File: config.mk
export PLATFORM = sky130hd
export DESIGN_NAME = pipe_stage_chain
export DESIGN_NICKNAME = d
export VERILOG_FILES = /design/src/rtl/pipe_stage_chain.sv
export SDC_FILE = /design/constraint.sdc
export NUM_CORES = 1
export LEC_CHECK = 0
export ABC_AREA = 0
export CORE_AREA = 2 2 156 158
export CTS_CLUSTER_SIZE = 12
export DETAILED_ROUTE_END_ITERATION = 10
export DIE_AREA = 0 0 158 160
export GPL_ROUTABILITY_DRIVEN = 0
export PLACE_DENSITY = 0.78
export SLEW_MARGIN = 20
export SYNTH_ARGS = -nofsm -noshare
export SYNTH_HDL_FRONTEND = slang
export SYNTH_SLANG_ARGS = --single-unit
File: constraint.sdc
create_clock -name clk -period 6.2 [get_ports clk]
set_input_delay 1.55 -clock clk [delete_from_list [all_inputs] [get_ports clk]]
set_output_delay 1.55 -clock clk [all_outputs]
set_load 0.02 [all_outputs]
File: src/rtl/pipe_stage_chain.sv
// Elastic chain of DEPTH pipeline registers with valid/ready backpressure,
// per-stage flush, bubble collapsing and per-stage taps for hazard logic.
module pipe_stage_chain #(
    parameter int WIDTH = 64,
    parameter int DEPTH = 4,
    localparam int CW = $clog2(DEPTH + 1)
) (
    input  logic                     clk,
    input  logic                     reset,
    input  logic                     in_valid,
    output logic                     in_ready,
    input  logic [WIDTH-1:0]         in_data,
    output logic                     out_valid,
    input  logic                     out_ready,
    output logic [WIDTH-1:0]         out_data,
    input  logic [DEPTH-1:0]         flush,
    output logic [DEPTH-1:0]         stage_valid,
    output logic [WIDTH*DEPTH-1:0]   stage_data,
    output logic [CW-1:0]            occupancy
);

    logic [DEPTH-1:0] v;
    logic [DEPTH-1:0] ev;
    logic [DEPTH-1:0] v_nxt;
    logic [DEPTH-1:0] src_v;
    logic [DEPTH:0]   rdy;
    logic [WIDTH-1:0] d     [DEPTH];
    logic [WIDTH-1:0] src_d [DEPTH];
    logic [CW-1:0]    occ_nxt;

    // A flushed stage is treated as empty for movement, output and readiness.
    assign ev = v & ~flush;

    // NOTE: every variable written in always_comb gets a default first so no
    // path leaves it unassigned, which would otherwise infer a latch.
    always_comb begin
        rdy        = '0;
        rdy[DEPTH] = out_ready;
        for (int i = DEPTH - 1; i >= 0; i--) begin
            rdy[i] = ~ev[i] | rdy[i+1];
        end
    end

    always_comb begin
        src_v    = '0;
        src_d    = '{default: '0};
        src_v[0] = in_valid;
        src_d[0] = in_data;
        for (int i = 1; i < DEPTH; i++) begin
            src_v[i] = ev[i-1];
            src_d[i] = d[i-1];
        end
    end

    always_comb begin
        v_nxt   = v;
        occ_nxt = '0;
        for (int i = 0; i < DEPTH; i++) begin
            if (rdy[i]) begin
                v_nxt[i] = src_v[i] & ~flush[i];
            end
            occ_nxt = occ_nxt + CW'(v_nxt[i]);
        end
    end

    // NOTE: sequential state uses non-blocking assignments so every stage
    // samples its predecessor's pre-edge value and the chain shifts by one.
    always_ff @(posedge clk or negedge reset) begin
        if (!reset) begin
            v         <= '0;
            occupancy <= '0;
        end else begin
            v         <= v_nxt;
            occupancy <= occ_nxt;
        end
    end

    // NOTE: the payload array is reset because out_data and the taps must read
    // zero out of reset; writes are gated on src_v to avoid needless toggles.
    always_ff @(posedge clk or negedge reset) begin
        if (!reset) begin
            for (int i = 0; i < DEPTH; i++) begin
                d[i] <= '0;
            end
        end else begin
            for (int i = 0; i < DEPTH; i++) begin
                if (rdy[i] && src_v[i]) begin
                    d[i] <= src_d[i];
                end
            end
        end
    end

    assign in_ready    = rdy[0];
    assign out_valid   = ev[DEPTH-1];
    assign out_data    = d[DEPTH-1];
    assign stage_valid = ev;

    for (genvar g = 0; g < DEPTH; g++) begin : g_tap
        assign stage_data[g*WIDTH +: WIDTH] = d[g];
    end

endmodule

## Word level (Yosys, flattened, before mapping)

Index checks and enable logic that the tools add are counted.
W data, S select, Z words.

- $add $sub $neg: 3
- Mux-type cells: 4
- Bitwise logic cells: 18
- Reduce and logical (&&, ||, !) cells: 4

Operators with widths:

| cell | count |
|---|---|
| $not A1 Y1 | 8 |
| $and A1 B1 Y1 | 4 |
| $and A4 B4 Y4 | 1 |
| $logic_and A1 B1 Y1 | 4 |
| $mux W1 | 4 |
| $not A4 Y4 | 1 |
| $or A1 B1 Y1 | 4 |
| $add A2 B1 Y3 | 1 |
| $add A3 B1 Y3 | 1 |
| $add A1 B1 Y2 | 1 |

- Flip-flop bits (word level): 263
- Input bits: 72
- Output and inout bits: 329

## Logic depth before layout (Yosys ltp)

- Word-level depth: 11
- Gate-level depth with buffers: 7

## Worst setup path before layout

No wires, ideal clock.

- Kind: input port to output port
- Start: input port flush[3]
- End: output port in_ready
- Data arrival time: 2.150 ns
- Slack: 2.500 ns
- Cell stages on the path: 2
- Path through: nor3b_4 nand3_1

- Cells in the longest elaborated chain, start to end: 7

RTL lines:

| what | RTL line | source |
|---|---|---|
| start, declared | 16 | `input logic [DEPTH-1:0] flush,` |
| $not A4 Y4 | 32 | `assign ev = v & ~flush;` |
| $and A4 B4 Y4 | 32 |  |
| $not A1 Y1 | 40 | `rdy[i] = ~ev[i] \| rdy[i+1];` |
| $or A1 B1 Y1 (4 in a row) | 40 |  |
| end, declared | 11 | `output logic in_ready,` |

Every way passes these cells.

## Worst setup path in the final report

Ends and elaborated chain as after synthesis.

==> results.json <==
{
  "status": "finished clean",
  "grt-ovfl-total": 0,
  "diodes": 0,
  "grt_max_degree": 123,
  "fin_tns_setup_ns": 0,
  "grt_pass1_vias": 6861,
  "seq_area_frac_synth_pct": 63.6,
  "synth_top_area_share_pct": 63.6,
  "power_density_mw_per_mm2": 373,
  "synth_ff_type": "dfrtp_1",
  "start_kind": "input pin",
  "synth_area_mm2": 0.0103,
  "skew_ns": 0.0117,
  "period_minus_slack_ns": 4.85,
  "async_reset_ff_share_pct": 100,
  "crit_required_ns": 4.65,
  "syn-num-nets": 708,
  "use_met3_pct": 6.70,
  "drive_above_1_share_pct": 23.9,
  "ir_drop_mv": 0.227,
  "end_kind": "output pin",
  "hp-class": "reg -> reg",
  "fmax_mhz": 206,
  "die_x_um": 158,
  "cts.path.max_buffers": 3,
  "hpwl_um": 17600,
  "grt_use_total_pct": 20.2,
  "viasPerCell": 4.88,
  "portBuffers": 400,
  "drtIter0Drc": 188,
  "dieArea_mm2": 0.0253,
  "cts_buffers": 28,
  "fin_area_mm2": 0.0150,
  "synth.top_cells.by_count": "263 x dfrtp_1, 185 x mux2_2, 72 x buf_4",
  "path_max_fanout": 8,
  "pin_count": 401,
  "grt_busiest_layer": "met2",
  "holdPathStages": 1,
  "slew_viol_final": 0,
  "cts_resized": 0,
  "yosysWarnings": 0,
  "clock_latency_ns": 0.53,
  "grtUsageMet2_pct": 36.5,
  "totalWireLength_um": 26100,
  "whs_ns": 0.507,
  "place_area_mm2": 0.0141,
  "post-cts-setup-buffers": 0,
  "rsz0062_at_grt": "no",
  "postRouteAntennaNets": 0,
  "synth_top_area_cell": "dfrtp_1",
  "rows": 57,
  "setup_violations": 0,
  "max-slew-margin-rel_pct": 27.3,
  "fin_nets": 1054,
  "ctsHoldBuffers": 0,
  "grt_pass1_wl_um": 39600,
  "synth.most_common_cell": "dfrtp_1",
  "grtUsageMet1_pct": 22.9,
  "cap_violations": 0,
  "synthToLayoutAreaGrowth_pct": 45.3,
  "floorplan.initialDensity_pct": 43.4,
  "drt-wirelength-per-cell_um": 19.8,
  "antenna_found_initial": 0,
  "cts_tree": "yes",
  "vias": 6434,
  "synth_enable_flop_cells": 0,
  "netlist_instances": 633,
  "leakagePower_nw": 6.44,
  "postSynthAreaPerCell_um2": 16.3,
  "yosys.cell_types.count": 21,
  "cts.sinks": 263,
  "first_pass_iters": 4,
  "netlist_top_cells_area": "dfrtp_1 64%, mux2_2 20%, mux2_1 7.7%",
  "tightest_slew_ns": 1.09,
  "fin_util_pct": 63.1,
  "root_buffer": "clkbuf_16",
  "hold_violations": 0,
  "ys_ff_latch": 263,
  "setup.worst_path.class": "in -> out",
  "htree_levels": 1,
  "r2r_cells": 4,
  "drc": 0,
  "fin_crit_sh_pct": 78.2,
  "core_mm2": 0.0238,
  "cp_data_arrival_time_ns": 3.30,
  "clk_pin_slew_ns": 0.06,
  "die_h_um": 160
}
-- cells in the final DEF, fill, tap and decap left out --
master           instances
o21ai_0                  2
clkdlybuf4s50_1        399
clkbuf_16               29
buf_4                    5
nand2b_1                 3
clkinvlp_4               1
clkinv_2                 2
mux2_2                 185
clkinv_4                 1
nor2b_1                  1
dfrtp_1                263
nand2_1                  1
fa_1                     1
and4bb_2                 1
a21oi_1                  1
buf_12                   1
clkbuf_8                 7
ha_1                     2
nor3b_4                  1
nor2_4                   1
a21oi_4                  2
a31o_4                   1
buf_8                    1
nand3_1                  2
o21bai_1                 1
clkbuf_1                 6
mux2_1                  71
inv_1                    4
-- power by group --
part | switching (W) | internal (W)
logic | 0.000817 | 0.000900
clock network | 0.000643 | 0.000929
registers | 0.000265 | 0.00205
-- registers in the layout, indices dropped and copies added, names as in the netlist --
name and cells:
v 4, out_data 64, occupancy 3, stage_data 192
-- through the flow --
| step | worst slack [ns] | cells | power, W |
|---|---|---|---|
| after global placement | 1.39 | 1273 | 0.00404 |
| after CTS | 1.35 | 1319 | 0.00568 |
| final | 1.35 | 1319 | 0.00561 |
| after floorplan | 2.50 | 633 | 0.00313 |
| after detailed placement | 1.37 | 1273 | 0.00408 |
| after global routing | 1.27 | 1319 | 0.00586 |
-- final timing paths --
path	from	to	slack, ns
min in group asynchronous	reset	stage_data[84]	1.02
min reg2reg	stage_data[98]	stage_data[98]	0.51
max	flush[3]	in_ready	1.35
max reg2reg	v[3]	stage_data[15]	3.61
max in group asynchronous	reset	stage_data[116]	4.00
min	stage_data[98]	stage_data[98]	0.51
-- area by class of cell --
cell class,count,area [um2]
tap,324,405
inverter,4,15.0
multi-input combinational,276,3080
sequential,263,6580
clock inverter,4,26.3
timing repair buffer,406,4070
clock buffer,42,845
fill,1837,8800
-- cells by family after synthesis --
family                     share of synthesized area [%]
DFF                                                 63.6
muxes                                               27.9
buffers and inverters                               6.82
and+or+nand+nor                                    0.738
AOI/OAI and AO/OA                                  0.472
adders and majority gates                          0.436
-- critical path: stages --
cell and delay, ns:
clkdlybuf4s50_1 0.49, nor3b_4 0.53, nand3_1 0.16, clkdlybuf4s50_1 0.57
-- per-layer routing --
layer / routed length, um / part of all wire [%]
met5: 0 / 0
met4: 490 / 1.9
met3: 2470 / 9.5
met2: 13400 / 51
met1: 9690 / 37
Note: power is estimated with default switching activity, not from simulation.
